--- src/rtl/soc_pkg.sv ---
// ---------------------------------------------------------------------------
// soc_pkg
// Shared definitions for the SPI slave block.
//   DEFAULT_DATA_WIDTH : default number of bits per SPI frame
//   spi_state_e        : slave FSM states (IDLE = ss high, SELECTED = ss low)
// ---------------------------------------------------------------------------
package soc_pkg;

   localparam int DEFAULT_DATA_WIDTH = 8;

   typedef enum logic {
      ST_IDLE     = 1'b0,
      ST_SELECTED = 1'b1
   } spi_state_e;

endpackage : soc_pkg

--- src/rtl/synchronizer.sv ---
// ---------------------------------------------------------------------------
// synchronizer
// Two-flop synchronizer that brings one asynchronous input into the clk domain.
//   clk       : system clock
//   reset     : synchronous active-low reset, forces both flops to RESET_VAL
//   d         : asynchronous input
//   q         : synchronized output (two clk cycles of latency)
// ---------------------------------------------------------------------------
module synchronizer #(
   parameter logic RESET_VAL = 1'b0
) (
   input  logic clk,
   input  logic reset,
   input  logic d,
   output logic q
);

   logic meta_q;
   logic sync_q;

   always_ff @(posedge clk) begin
      if (!reset) begin
         meta_q <= RESET_VAL;
         sync_q <= RESET_VAL;
      end else begin
         meta_q <= d;
         sync_q <= meta_q;
      end
   end

   assign q = sync_q;

endmodule : synchronizer

--- src/rtl/spi_slave.sv ---
// ---------------------------------------------------------------------------
// spi_slave
// SPI mode 0 (CPOL=0, CPHA=0), MSB-first slave, oversampled by clk (sclk<=clk/8).
//   clk, reset            : system clock, synchronous active-low reset
//   sclk, ss, mosi        : asynchronous SPI bus inputs (ss active-low)
//   miso, misoOe          : serial data to master and its output enable
//   txData/txValid/txReady: transmit word into a one-word holding register
//   rxData/rxValid/rxReady: received word with valid/ready handshake
//   rxOverrun, txUnderrun : sticky error flags, cleared by errClear
//   busy                  : synchronized ss is low
// ---------------------------------------------------------------------------
module spi_slave
   import soc_pkg::*;
#(
   parameter int                    DATA_WIDTH = DEFAULT_DATA_WIDTH,
   parameter logic [DATA_WIDTH-1:0] IDLE_DATA  = {DATA_WIDTH{1'b0}}
) (
   input  logic                  clk,
   input  logic                  reset,
   input  logic                  sclk,
   input  logic                  ss,
   input  logic                  mosi,
   output logic                  miso,
   output logic                  misoOe,
   input  logic [DATA_WIDTH-1:0] txData,
   input  logic                  txValid,
   output logic                  txReady,
   output logic [DATA_WIDTH-1:0] rxData,
   output logic                  rxValid,
   input  logic                  rxReady,
   output logic                  rxOverrun,
   output logic                  txUnderrun,
   input  logic                  errClear,
   output logic                  busy
);

   localparam int               CNT_W    = (DATA_WIDTH > 2) ? $clog2(DATA_WIDTH) : 1;
   localparam logic [CNT_W-1:0] LAST_BIT = CNT_W'(DATA_WIDTH - 1);
   // Synchronizer lanes: 0 = sclk, 1 = ss, 2 = mosi. Idle levels sclk=0, ss=1.
   localparam logic [2:0]       SYNC_RST = 3'b010;

   logic [2:0] async_in;
   logic [2:0] sync_out;
   logic       sclk_s, ss_s, mosi_s;

   assign async_in = {mosi, ss, sclk};

   for (genvar gi = 0; gi < 3; gi++) begin : g_sync
      synchronizer #(.RESET_VAL(SYNC_RST[gi])) u_sync (
         .clk   (clk),
         .reset (reset),
         .d     (async_in[gi]),
         .q     (sync_out[gi])
      );
   end

   assign sclk_s = sync_out[0];
   assign ss_s   = sync_out[1];
   assign mosi_s = sync_out[2];

   spi_state_e            state_q, state_d;
   logic                  sclk_prev_q;
   logic [1:0]            settle_q;
   logic                  armed_q, armed_d;
   logic [CNT_W-1:0]      bit_count_q, bit_count_d;
   logic [DATA_WIDTH-1:0] tx_shift_q, tx_shift_d;
   logic [DATA_WIDTH-2:0] rx_shift_q, rx_shift_d;
   logic [DATA_WIDTH-1:0] rx_data_q, rx_data_d;
   logic                  rx_valid_q, rx_valid_d;
   logic                  rx_overrun_q, rx_overrun_d;
   logic                  tx_underrun_q, tx_underrun_d;
   logic [DATA_WIDTH-1:0] hold_data_q, hold_data_d;
   logic                  hold_full_q, hold_full_d;
   logic                  last_bit_q, last_bit_d;
   logic                  pend_consume_q, pend_consume_d;
   logic                  pend_underrun_q, pend_underrun_d;
   logic                  sclk_rise, sclk_fall, tx_write;
   logic                  set_overrun, set_underrun;
   logic [DATA_WIDTH-1:0] rx_word;

   assign sclk_rise = sclk_s & ~sclk_prev_q;
   assign sclk_fall = ~sclk_s & sclk_prev_q;
   assign tx_write  = txValid & ~hold_full_q;
   assign rx_word   = {rx_shift_q, mosi_s};

   always_comb begin
      state_d         = state_q;
      // Arm only once a genuinely high ss has passed through the synchronizer
      // after reset, so a master still holding ss low cannot start a frame.
      armed_d         = armed_q | (settle_q[1] & ss_s);
      bit_count_d     = bit_count_q;
      tx_shift_d      = tx_shift_q;
      rx_shift_d      = rx_shift_q;
      rx_data_d       = rx_data_q;
      rx_valid_d      = rx_valid_q;
      hold_data_d     = hold_data_q;
      hold_full_d     = hold_full_q;
      last_bit_d      = last_bit_q;
      pend_consume_d  = pend_consume_q;
      pend_underrun_d = pend_underrun_q;
      set_overrun     = 1'b0;
      set_underrun    = 1'b0;

      if (rx_valid_q && rxReady) begin
         rx_valid_d = 1'b0;
      end

      unique case (state_q)
         ST_IDLE: begin
            if (armed_q && !ss_s) begin
               state_d         = ST_SELECTED;
               bit_count_d     = '0;
               last_bit_d      = 1'b0;
               pend_consume_d  = 1'b0;
               pend_underrun_d = 1'b0;
               if (hold_full_q) begin
                  tx_shift_d  = hold_data_q;
                  hold_full_d = 1'b0;
               end else begin
                  tx_shift_d   = IDLE_DATA;
                  set_underrun = 1'b1;
               end
            end
         end
         ST_SELECTED: begin
            if (ss_s) begin
               // Frame ended or aborted: partial word is dropped and any
               // speculative end-of-frame reload is forgotten.
               state_d         = ST_IDLE;
               bit_count_d     = '0;
               last_bit_d      = 1'b0;
               pend_consume_d  = 1'b0;
               pend_underrun_d = 1'b0;
            end else begin
               if (sclk_rise) begin
                  rx_shift_d = rx_word[DATA_WIDTH-2:0];
                  // The first clock of a back-to-back frame proves the frame is
                  // real; only now commit the reload done at the previous fall.
                  if (bit_count_q == '0) begin
                     if (pend_consume_q) hold_full_d = 1'b0;
                     if (pend_underrun_q) set_underrun = 1'b1;
                     pend_consume_d  = 1'b0;
                     pend_underrun_d = 1'b0;
                  end
                  if (bit_count_q == LAST_BIT) begin
                     bit_count_d = '0;
                     last_bit_d  = 1'b1;
                     rx_data_d   = rx_word;
                     rx_valid_d  = 1'b1;
                     if (rx_valid_q && !rxReady) set_overrun = 1'b1;
                  end else begin
                     bit_count_d = bit_count_q + 1'b1;
                  end
               end
               if (sclk_fall) begin
                  if (last_bit_q) begin
                     last_bit_d = 1'b0;
                     if (hold_full_q) begin
                        tx_shift_d     = hold_data_q;
                        pend_consume_d = 1'b1;
                     end else begin
                        tx_shift_d      = IDLE_DATA;
                        pend_underrun_d = 1'b1;
                     end
                  end else begin
                     tx_shift_d = {tx_shift_q[DATA_WIDTH-2:0], 1'b0};
                  end
               end
            end
         end
         default: state_d = ST_IDLE;
      endcase

      // A write only happens while empty and a consume only while full, so a
      // write never collides with a consume of the same word.
      if (tx_write) begin
         hold_data_d = txData;
         hold_full_d = 1'b1;
      end

      rx_overrun_d  = set_overrun  ? 1'b1 : (errClear ? 1'b0 : rx_overrun_q);
      tx_underrun_d = set_underrun ? 1'b1 : (errClear ? 1'b0 : tx_underrun_q);
   end

   always_ff @(posedge clk) begin
      if (!reset) begin
         state_q         <= ST_IDLE;
         sclk_prev_q     <= 1'b0;
         settle_q        <= 2'b00;
         armed_q         <= 1'b0;
         bit_count_q     <= '0;
         tx_shift_q      <= IDLE_DATA;
         rx_shift_q      <= '0;
         rx_data_q       <= '0;
         rx_valid_q      <= 1'b0;
         rx_overrun_q    <= 1'b0;
         tx_underrun_q   <= 1'b0;
         hold_data_q     <= '0;
         hold_full_q     <= 1'b0;
         last_bit_q      <= 1'b0;
         pend_consume_q  <= 1'b0;
         pend_underrun_q <= 1'b0;
      end else begin
         state_q         <= state_d;
         sclk_prev_q     <= sclk_s;
         settle_q        <= {settle_q[0], 1'b1};
         armed_q         <= armed_d;
         bit_count_q     <= bit_count_d;
         tx_shift_q      <= tx_shift_d;
         rx_shift_q      <= rx_shift_d;
         rx_data_q       <= rx_data_d;
         rx_valid_q      <= rx_valid_d;
         rx_overrun_q    <= rx_overrun_d;
         tx_underrun_q   <= tx_underrun_d;
         hold_data_q     <= hold_data_d;
         hold_full_q     <= hold_full_d;
         last_bit_q      <= last_bit_d;
         pend_consume_q  <= pend_consume_d;
         pend_underrun_q <= pend_underrun_d;
      end
   end

   assign miso       = tx_shift_q[DATA_WIDTH-1];
   assign misoOe     = (state_q == ST_SELECTED);
   assign txReady    = ~hold_full_q;
   assign rxData     = rx_data_q;
   assign rxValid    = rx_valid_q;
   assign rxOverrun  = rx_overrun_q;
   assign txUnderrun = tx_underrun_q;
   assign busy       = ~ss_s;

endmodule : spi_slave

--- config.mk ---
export PLATFORM = sky130hd
export DESIGN_NAME = spi_slave
export DESIGN_NICKNAME = d
export VERILOG_FILES = /design/src/rtl/soc_pkg.sv /design/src/rtl/synchronizer.sv /design/src/rtl/spi_slave.sv
export SDC_FILE = /design/constraint.sdc
export NUM_CORES = 1
export LEC_CHECK = 0
export BUFFER_PORTS_ARGS = -buffer_cell sky130_fd_sc_hd__buf_2
export CORE_AREA = 2 2 69 71
export CTS_CLUSTER_SIZE = 20
export DETAILED_ROUTE_END_ITERATION = 6
export DIE_AREA = 0 0 71 73
export PLACE_DENSITY_LB_ADDON = 0.3
export RECOVER_POWER = 50
export SYNTH_ARGS = -nofsm -noshare
export SYNTH_HDL_FRONTEND = slang
export SYNTH_SLANG_ARGS = --single-unit
--- constraint.sdc ---
create_clock -name clk -period 2 [get_ports clk]
set_input_delay 0.2 -clock clk [delete_from_list [all_inputs] [get_ports clk]]
set_output_delay 0.2 -clock clk [all_outputs]
set_load 0.01 [all_outputs]
* After elaboration in Yosys (flattened, before gate mapping) *
Cells that the tools add are included.

operators by class
  add/sub/neg operators = 1
  eq/ne operators = 10
  multiplexer cells = 62
  bitwise operators = 10
  reductions and logical operators = 13

operators with widths
  kind                   count
  $mux W1                45
  $mux W8                5
  $pmux W8 S2            1
  $mux W3                4
  $ne A3 B1 Y1 const B   4
  $pmux W1 S2            6
  $ne A3 B3 Y1 const B   2
  $pmux W3 S2            1
  $reduce_and A3 Y1      2
  $not A1 Y1             5
  $reduce_and A5 Y1      1
  $and A1 B1 Y1          4
  $ne A2 B2 Y1 const B   2
  $reduce_and A4 Y1      1
  $reduce_bool A2 Y1     2
  $add A3 B1 Y3 const B  1
  $eq A3 B3 Y1 const B   1
  $logic_and A1 B1 Y1    3
  $logic_not A3 Y1       1
  $logic_not A1 Y1       2
  $ne A2 B1 Y1 const B   1
  $reduce_and A2 Y1      1
  $or A1 B1 Y1           1

storage, ports and cells
  bits in registers = 52
  input port bits = 16
  output and inout port bits = 15
  word-level logic and storage cells = 119

* Longest topological paths before layout *
Gate-level depths: netlist (run 1).

  depth in word-level cells = 8
  depth in mapped cells = 6
  depth with buffers taken out = 6

* Cells and area by module *
A second synthesis (run 1) with hierarchy kept.

unflattened totals
  cell total of the unflattened synthesis = 223
  area, all modules = 2001.9 µm²

modules (own cells, without submodules)
  module        times used  cells an instance  area each (µm²)  seq. area each (µm²)
  spi_slave     1           211                1844.3           920.9
  synchronizer  3           4                  52.6             40.0

* Worst setup path after synthesis (run 1) *
Ideal clock, no wire load.

  path type = reg-to-reg
  start = reg bit_count_q[0]
  end = reg rx_data_q[0] (netlist: rxData[0])
  library setup time = 0.116 ns
  data arrival time = 1.291 ns
  required time = 1.884 ns
  slack = 0.593 ns
  stages on the path, launching flop included = 7
  path buffers = 0
  period minus slack after synthesis = 1.407 ns
  cell sequence = dfxtp_1 > ha_1 > ha_1 > nand3b_1 > nor2_4 > mux2i_1 > nor2b_1

between the ends
  cells in the longest elaborated chain, start to end = 2

ends and longest elaborated chain
  element                             RTL line          source
  start, declared                     spi_slave.sv:65   logic [CNT_W-1:0] bit_count_q, bit_count_d;
  start signal, assigned              spi_slave.sv:208  bit_count_q <= bit_count_d;
  $eq A3 B3 Y1                        spi_slave.sv:145  if (bit_count_q == LAST_BIT) begin
  $reduce_and A4 Y1 (no source line)  -
  end signal, assigned                spi_slave.sv:211  rx_data_q <= rx_data_d;
  end, declared                       spi_slave.sv:68   logic [DATA_WIDTH-1:0] rx_data_q, rx_data_d;

No other way between the ends.
A chain may end at the register's enable or synchronous reset.

* Final worst setup path (run 1) *
  start = reg state_q (netlist: misoOe)
  end = reg tx_shift_q[4]

between the ends
  cells in the longest elaborated chain, start to end = 3
  elaborated cells on any way between the ends = 6
  those cells by class = eq/ne: 3; mux: 1; bitwise: 1; reduce/logical: 1

ends and longest elaborated chain
  element                             RTL line          source
  start, declared                     spi_slave.sv:61   spi_state_e state_q, state_d;
  start signal, assigned              spi_slave.sv:204  state_q <= state_d;
  $not A1 Y1                          -
  $ne A2 B2 Y1 (no source line)       -
  $reduce_and A3 Y1 (no source line)  -
  end signal, assigned                spi_slave.sv:209  tx_shift_q <= tx_shift_d;
  end, declared                       spi_slave.sv:66   logic [DATA_WIDTH-1:0] tx_shift_q, tx_shift_d;

Parallel ways exist; a longest one is shown, timed or not.

==> out/results.txt, run 1 <==
TritonCTS built the clock tree. The tools report the worst-case headroom to the max-slew limit as 0.293. First-pass detailed-route iteration total: 4. Counting flops and latches in the post-synthesis netlist gives 52.

The number of buffers added on ports was 30. The final critical-path share of the clock period was 0.842; the complex-gate fraction of the synthesized area was 0.147. For the worst-skew pair, the clock arrives at the later sink with an insertion delay of 300 ps. The leftover overflow at the end of global routing was 0; the die area was 5180 um2. The placeable core region is 4540 um2, and the number of failing setup endpoints in the final timing report is 0.

The post-place setup slack is 342 ps. The arithmetic-cell share of the synthesized area counting full adders, half adders and majority gates was 0.0177; the buffer levels on the longest clock path was 2. The relative area change from synthesis to final layout is 11.5%, and the post-synthesis share of cell area spent on and, or, nand and nor gates is 0.217. The number of slew-limit violations in the final report was 0; the peak ir drop on the vdd network was 0.481 mV. After clock tree synthesis, the clock-pin slew on the worst setup and hold paths is 80 ps. The clock period could shrink to 1680 ps.

The finished layout holds 300 standard cells, fillers aside. After detailed placement, the design holds a cell count of 292. In this run the worst path has a maximum fanout of 15. At the pin with the least slew margin, the transition time is 1060 ps. The sequential share of power is 0.605. The run gives 0.155 as the total track usage. The run gives 2 as the deepest level of the CTS H-tree. The proportion of power drawn by combinational gates was 0.053. Number of gates resized after CTS: 0.

The count of distinct cell types in the synthesized netlist was 33; the number of global-route vias before repair was 1419. The post-synthesis average cell area came out at 9.84 um2. In the final timing run, aggregate negative setup slack is 0 ps.

After detailed routing, the average wire length per cell comes to 12.2 um. Entering global routing, the biggest net connects 30 pins. The nature of the critical path endpoint was a flop. The relative contribution of the clock network to total power was 0.342; the post-layout utilization of the core was 0.523.

For this run, the number of Yosys warnings is 0. For this run, the slowest stage of the critical path takes 570 ps. The initialized floorplan defines 25 standard-cell rows.

The logs give 0.594 GHz for the timing-limited maximum frequency and 235 for the number of nets produced by synthesis. The number of vias in the routed layout was 1502. Dividing total power by cell area gives a power density of 750 nW/um2.

Together, buffers and inverters on the worst path number 0. Setup repair after global routing left no endpoint under its margin. The category of the worst setup path launch point was a flop.

For the half-perimeter wire length of the detailed placement result, the log shows 2560 um. From bottom edge to top edge, the die measures 73 um. For the arrival time at the worst endpoint, the log shows 1880 ps.

For this design, the slowest cell found on the critical path is sky130_fd_sc_hd__dfxtp_1. The run gives 316 ps as the worst setup margin. The tools report the final-report hold violation count as 0. The congestion estimate from routability-driven global placement came to 0.800. The switching share of total power was 0.219; the number of clock sinks seen by CTS was 52. The logs give 0 for the remaining number of nets flagged by the antenna check after routing and 2190 ps for the data required time of the critical path.

The signal on the critical path passes through and2b_4 -> a22o_1 -> o211ai_1 -> o211a_1. The share of layout cells above drive strength 1 is 0.118. Buffers added to address setup during post-CTS repair amount to 0. The finished cells cover 2370 um2. The starting utilization of the core area is 0.469. The completed layout was analyzed and its total power is 1.78 mW.

On the critical path the largest part of the delay comes from compound AO/OA/AOI/OAI gates. Across the run, the number of max-cap violations was 0. Summed over all cells, the static leakage comes to 0.910 nW. The I/O pin count is 31. The die is 71 um wide.

The initial antenna violation count is 0. In this run, CTS created clock tree buffers numbering 5. After detailed routing, the total wire length is 3660 um. The cell count after synthesis is 216. The global-route wire length before repair is 6430 um, and the post-detailed-route via-to-cell ratio is 5.01. The tools report the worst setup skew after layout as 8.69 ps. The final worst hold slack was 76.7 ps.

Summing every instance area after synthesis gives 2130 um2. The detailed-route DRC error count is 0. The internal portion of total power is 1.39 mW.

The run finished with clean final reports. The analysis attributes to net switching a power of 0.389 mW. The tools report the clock root buffer as sky130_fd_sc_hd__clkbuf_8. The logs give 0 for the number of buffers inserted for hold repair after clock tree synthesis and 97 for the violation count after the first detailed-route iteration. The area share of xor/xnor cells in the synthesized design was 0. The combinational family with the most area after synthesis is simple AND/OR/NAND/NOR gates. The path class of the tightest hold or removal check is input port to flop. The tools report the sequential cell area fraction in the yosys report as 0.490. The tools report the area of placed instances as 2300 um2. 0 antenna diodes ended up in the layout.

For this run, the post-layout net count is 264. Critical path class: flop to flop. The portion of netlist area occupied by mux cells was 0.0753.
flip-flops by register name, indices dropped and copies added, names as in the netlist, 2 cells and up:
name                  flops
tx_shift_q                8
hold_data_q               8
g_sync.u_sync.meta_q      3
settle_q                  2
rx_shift_q                7
bit_count_q               3
rxData                    8
g_sync.u_sync.q           3
area by class of cell:
| type | count | area, um2 |
|---|---|---|
| Timing Repair Buffer | 34 | 154 |
| Fill cell | 442 | 2160 |
| Inverter | 12 | 45.0 |
| Multi-Input combinational cell | 140 | 970 |
| Tap cell | 54 | 67.6 |
| Sequential cell | 52 | 1040 |
| Clock buffer | 7 | 86.3 |
| Clock inverter | 1 | 7.51 |
per-layer routing:
metal	part of all wire	track usage
met4	0.016	0.0566
met2	0.46	0.255
met5	0	0
met3	0.030	0.0345
met1	0.49	0.200
placed cells by master, fill, tap and decap left out:
cell                          n
sky130_fd_sc_hd__and2b_4      2
sky130_fd_sc_hd__nor4bb_1     1
sky130_fd_sc_hd__buf_4        2
sky130_fd_sc_hd__a22oi_1      1
sky130_fd_sc_hd__inv_1       12
sky130_fd_sc_hd__nor2_4       1
sky130_fd_sc_hd__o211ai_1     7
sky130_fd_sc_hd__mux2i_1     16
sky130_fd_sc_hd__nand4_1      2
sky130_fd_sc_hd__a21boi_0    11
sky130_fd_sc_hd__or4_1        2
sky130_fd_sc_hd__nand3b_1     1
sky130_fd_sc_hd__nand2b_1     6
sky130_fd_sc_hd__o21a_1       1
sky130_fd_sc_hd__and2_0       3
sky130_fd_sc_hd__nor2_1       7
sky130_fd_sc_hd__dfxtp_1     52
sky130_fd_sc_hd__ha_1         3
sky130_fd_sc_hd__o21ai_0      3
sky130_fd_sc_hd__clkbuf_1    18
sky130_fd_sc_hd__a21oi_1      3
sky130_fd_sc_hd__nand2_1     19
sky130_fd_sc_hd__o221a_2      1
sky130_fd_sc_hd__nor2b_1     22
sky130_fd_sc_hd__a21boi_1     2
sky130_fd_sc_hd__o22ai_1      1
sky130_fd_sc_hd__a22o_1       1
sky130_fd_sc_hd__nand3_1      9
sky130_fd_sc_hd__and2_1       5
sky130_fd_sc_hd__nand4b_1     1
sky130_fd_sc_hd__clkbuf_8     6
sky130_fd_sc_hd__o22ai_4      1
sky130_fd_sc_hd__o211a_1      7
sky130_fd_sc_hd__clkinvlp_4   1
sky130_fd_sc_hd__and2b_1      1
sky130_fd_sc_hd__buf_2       15
path summary, 6_finish.rpt:
| kind | endpoint | cells after the start | startpoint | slack (ps) |
|---|---|---|---|---|
| worst max-delay path | tx_shift_q[4] | 4 | misoOe | 320 |
| worst min-delay path | g_sync[1].u_sync.meta_q | 2 | ss | 80 |
| worst max register to register | tx_shift_q[4] | 4 | misoOe | 320 |
| worst min register to register | g_sync[1].u_sync.q | 1 | g_sync[1].u_sync.meta_q | 410 |
power by group through the flow:
stage | clock network, mW | logic [mW] | registers [mW]
global route | 0.673 | 0.105 | 1.08
finish | 0.608 | 0.0934 | 1.08
CTS | 0.636 | 0.0976 | 1.08
global placement | 0 | 0.0960 | 1.10
floorplan | 0 | 0.0695 | 1.09
detailed placement | 0 | 0.0973 | 1.10
cell families after synthesis:
logic type | Yosys count
AND/OR/NAND/NOR | 82
flip-flops | 52
AO/OA/AOI/OAI | 39
buffers and inverters | 24
multiplexers | 16
adder cells (fa/ha/maj) | 3
synth_stat cells:
library cell | number | area, um2
sky130_fd_sc_hd__dfxtp_1 | 52 | 1040
sky130_fd_sc_hd__nor2b_1 | 22 | 138
sky130_fd_sc_hd__nand2_1 | 19 | 71.3
sky130_fd_sc_hd__mux2i_1 | 16 | 160
sky130_fd_sc_hd__inv_1 | 12 | 45.0
sky130_fd_sc_hd__a21boi_0 | 11 | 82.6
sky130_fd_sc_hd__nand3_1 | 9 | 45.0
sky130_fd_sc_hd__and2_1 | 8 | 50.1
sky130_fd_sc_hd__clkbuf_1 | 7 | 26.3
sky130_fd_sc_hd__nor2_1 | 7 | 26.3
sky130_fd_sc_hd__o211a_1 | 7 | 70.1
sky130_fd_sc_hd__o211ai_1 | 7 | 52.6
sky130_fd_sc_hd__nand2b_1 | 6 | 37.5
sky130_fd_sc_hd__a21oi_1 | 3 | 15.0
sky130_fd_sc_hd__buf_6 | 3 | 33.8
sky130_fd_sc_hd__ha_1 | 3 | 37.5
sky130_fd_sc_hd__o21ai_0 | 3 | 15.0
sky130_fd_sc_hd__a21boi_1 | 2 | 15.0
sky130_fd_sc_hd__and2b_4 | 2 | 20.0
sky130_fd_sc_hd__buf_2 | 2 | 10.0
sky130_fd_sc_hd__nand4_1 | 2 | 12.5
sky130_fd_sc_hd__or4_1 | 2 | 15.0
sky130_fd_sc_hd__a22o_1 | 1 | 8.76
sky130_fd_sc_hd__a22oi_1 | 1 | 7.51
sky130_fd_sc_hd__and2b_1 | 1 | 7.51
sky130_fd_sc_hd__nand3b_1 | 1 | 7.51
sky130_fd_sc_hd__nand4b_1 | 1 | 8.76
sky130_fd_sc_hd__nor2_4 | 1 | 11.3
sky130_fd_sc_hd__nor4bb_1 | 1 | 10.0
sky130_fd_sc_hd__o21a_1 | 1 | 7.51
sky130_fd_sc_hd__o221a_2 | 1 | 11.3
sky130_fd_sc_hd__o22ai_1 | 1 | 6.26
sky130_fd_sc_hd__o22ai_4 | 1 | 20.0
(Power assumes the default switching activity.)
==> run 2: changes to the inputs <==
==> constraint.sdc (replaced) <==
create_clock -name clk -period 1.5 [get_ports clk]
set_input_delay 0.15 -clock clk [delete_from_list [all_inputs] [get_ports clk]]
set_output_delay 0.15 -clock clk [all_outputs]
set_load 0.01 [all_outputs]
==> run 2 against run 1 <==
Compared with the run above: sequential power up 32%; register-to-register slack worse by 300 ps; first-iteration DRC count down 5.2%; sequential cell count unchanged; die area unchanged; non-clock buffer count up 10; clock skew down 1.6 ps; final area up 7.5%; global-route usage down 0.53 points; via count up 2.1%; critical path type unchanged; largest cell class unchanged; largest power group unchanged; highest routed layer unchanged.
==> out/results.txt, run 2 (synthesized netlist as in run 1, its figures left out) <==
The run finished with clean final reports. The run gives 25 (unchanged) as the count of standard-cell rows. The worst hold path class is input port to flop (unchanged). The number of failing setup endpoints in the final timing report came out at 0 (unchanged). Nature of the critical path endpoint: a flop (unchanged). The post-detailed-route via-to-cell ratio works out to 4.95 (was 5.01).

The total power is 2.54 mW (was 1.78 mW), and the width of the die is 71 um (unchanged). Setup repair after global routing could not meet its margin everywhere. The tools report the first-pass detailed-route iteration total as 4 (unchanged).

Critical path, cell by cell: ha_4 -> ha_4 -> nand3b_1 -> nor2_4 -> clkbuf_16 -> mux2i_1 -> nor2b_1 (was and2b_4 -> a22o_1 -> o211ai_1 -> o211a_1). The remaining number of nets flagged by the antenna check after routing was 0 (unchanged); the peak ir drop on the vdd network was 0.580 mV (was 0.481 mV). Cell repeated most along the worst path: sky130_fd_sc_hd__ha_4. The number of slew-limit violations in the final report was 0 (unchanged); the pin count of the biggest net entering global routing was 23 (was 30). The tools report the number of vias in the routed layout as 1533 (was 1502).

The violation count after the first detailed-route iteration was 92 (was 97); the leakage component of the power was 0.991 nW (was 0.910 nW). The run gives 5 (unchanged) as the number of buffers created by CTS. The weighted congestion at the end of routability-driven global placement is 0.790 (was 0.800), and the worst setup skew after layout is 7.14 ps (was 8.69 ps). The logs give 1680 ps (was 1880 ps) for the arrival time at the worst endpoint and 1.99 mW (was 1.39 mW) for the internal portion of total power. The sequential share of power is 0.563 (was 0.605).

The proportion of power drawn by combinational gates was 0.056 (was 0.053); the initial antenna violation count was 0 (unchanged). The power density normalized to cell area came out at 995 nW/um2 (was 750 nW/um2). The critical path class was flop to flop (unchanged).

Deepest level of the CTS H-tree: 2 (unchanged). The half-perimeter wire length of the detailed placement result was 2560 um (about the same). The die area was 5180 um2 (unchanged). The detailed-route DRC error count came out at 0 (unchanged).

TritonCTS built the clock tree. The number of antenna diodes is 0 (unchanged). The maximum fanout along the worst path was 5 (was 15); the switching share of total power was 0.217 (was 0.219). The logs give 3810 um (was 3660 um) for the sum of routed wire length over all layers and 0 (unchanged) for the max-capacitance violation count. The logs give 0.550 mW (was 0.389 mW) for the switching power total and 0 (unchanged) for the final-report hold violation count. For the post-layout net count, the log shows 274 (was 264). The leftover overflow at the end of global routing was 0 (unchanged); the post-layout utilization of the core was 0.562 (was 0.523). The die outline height was 73 um (unchanged).

The worst-case headroom to the max-slew limit was 0.596 (was 0.293); the number of clock sinks seen by CTS was 52 (unchanged). Category of the worst setup path launch point: a flop (unchanged). The final worst hold slack is 26.7 ps (was 76.7 ps), and the total track usage is 0.149 (was 0.155). The clock root buffer is sky130_fd_sc_hd__clkbuf_8 (unchanged). Delay contributed by the slowest stage of the critical path: 380 ps (was 570 ps). Number of buffers added on ports: 30 (unchanged).

Routed wire length per instance: 12.3 um (was 12.2 um). The tools report the insertion delay of the later-clocked pin in the worst-skew pair as 300 ps (about the same). The tools report the I/O pin count as 31 (unchanged). The transition time of the tightest slew-check pin is 606 ps (was 1060 ps), and the final critical-path share of the clock period is 0.987 (was 0.842).

The relative contribution of the clock network to total power is 0.381 (was 0.342), and the minimum clock period is 1480 ps (was 1680 ps). Global-route wire length before repair: 6200 um (was 6430 um). The tools report the buffer levels on the longest clock path as 2 (unchanged). The most frequent standard cell in the layout excluding fill and tap cells is sky130_fd_sc_hd__dfxtp_1 (unchanged). Leading cell types in the layout, fill and taps excluded: sky130_fd_sc_hd__dfxtp_1 (50), sky130_fd_sc_hd__nor2b_1 (22), sky130_fd_sc_hd__nand2_1 (19), sky130_fd_sc_hd__buf_2 (18), sky130_fd_sc_hd__mux2i_1 (16) (was sky130_fd_sc_hd__dfxtp_1 (52), sky130_fd_sc_hd__nor2b_1 (22), sky130_fd_sc_hd__nand2_1 (19), sky130_fd_sc_hd__clkbuf_1 (18), sky130_fd_sc_hd__mux2i_1 (16)). The clock input transition at the sequential cells of the worst setup and hold paths works out to 90 ps (was 80 ps). Timing-limited maximum frequency: 0.675 GHz (was 0.594 GHz). The run gives 0.469 (unchanged) as the starting utilization of the core area. The slowest stage cell on the critical path is sky130_fd_sc_hd__dfxtp_2 (was sky130_fd_sc_hd__dfxtp_1). The logs give 4540 um2 (unchanged) for the placeable core region and 1399 (was 1419) for the number of global-route vias before repair. The share of layout cells above drive strength 1 was 0.191 (was 0.118); the relative area change from synthesis to final layout was 20.0% (was 11.5%).

Data required time of the critical path: 1700 ps (was 2190 ps).
[run 2: area by class of cell]
cell class | instances | area (um2)
fill | 413 | 1990
multi-input combinational | 140 | 1000
inverter | 12 | 45.0
clock inverter | 3 | 46.3
timing repair buffer | 44 | 275
clock buffer | 5 | 68.8
sequential | 52 | 1040
tap | 54 | 67.6
[run 2: metrics by stage]
| stage | setup TNS, ps | std cells | worst slack, ps | area, um2 |
|---|---|---|---|---|
| after detailed placement | -520 | 298 | -92.8 | 2360 |
| after global routing | -352 | 310 | -52.5 | 2550 |
| after floorplan | 0 | 216 | 93.4 | 2130 |
| after CTS | 0 | 308 | 0.448 | 2510 |
| after global placement | -3.18 | 298 | -3.18 | 2360 |
| final | 0 | 310 | 19.5 | 2550 |
[run 2: metal layers]
layer,routed length [um],track usage
met1,1860,0.197
met5,0,0
met3,116,0.0345
met4,48,0.0566
met2,1780,0.240
[run 2: worst max-delay path: cells and delay by family (launching register included)]
kind	cells	cell delay, ps
flip-flops	1	380
AND/OR/NAND/NOR	3	380
adder cells (fa/ha/maj)	2	270
buffers and inverters	1	170
multiplexers	1	170
[run 2: path summary, 6_finish.rpt]
path                                         startpoint                 endpoint  slack, ps  cells past startpoint
worst max register to register           bit_count_q[0]                rxData[2]         20                      7
worst max-delay path                     bit_count_q[0]                rxData[2]         20                      7
worst min register to register  g_sync[1].u_sync.meta_q       g_sync[1].u_sync.q        430                      1
worst min-delay path                                 ss  g_sync[1].u_sync.meta_q         30                      2
[run 2: power by group through the flow]
stage / clock (mW) / sequential (mW) / combinational, mW
floorplan: 0 / 1.46 / 0.0927
global placement: 0 / 1.46 / 0.144
detailed placement: 0 / 1.46 / 0.146
CTS: 1.00 / 1.43 / 0.146
global route: 1.05 / 1.43 / 0.159
finish: 0.967 / 1.43 / 0.142
[run 2: repair_timing]
item,CTS,global route
pin swaps,1,1
gates cloned,0,1
hold buffers,0,0
setup endpoints to repair,9,14
buffers inserted,2,1
resized for setup,2,6
hold endpoints to repair,0,0
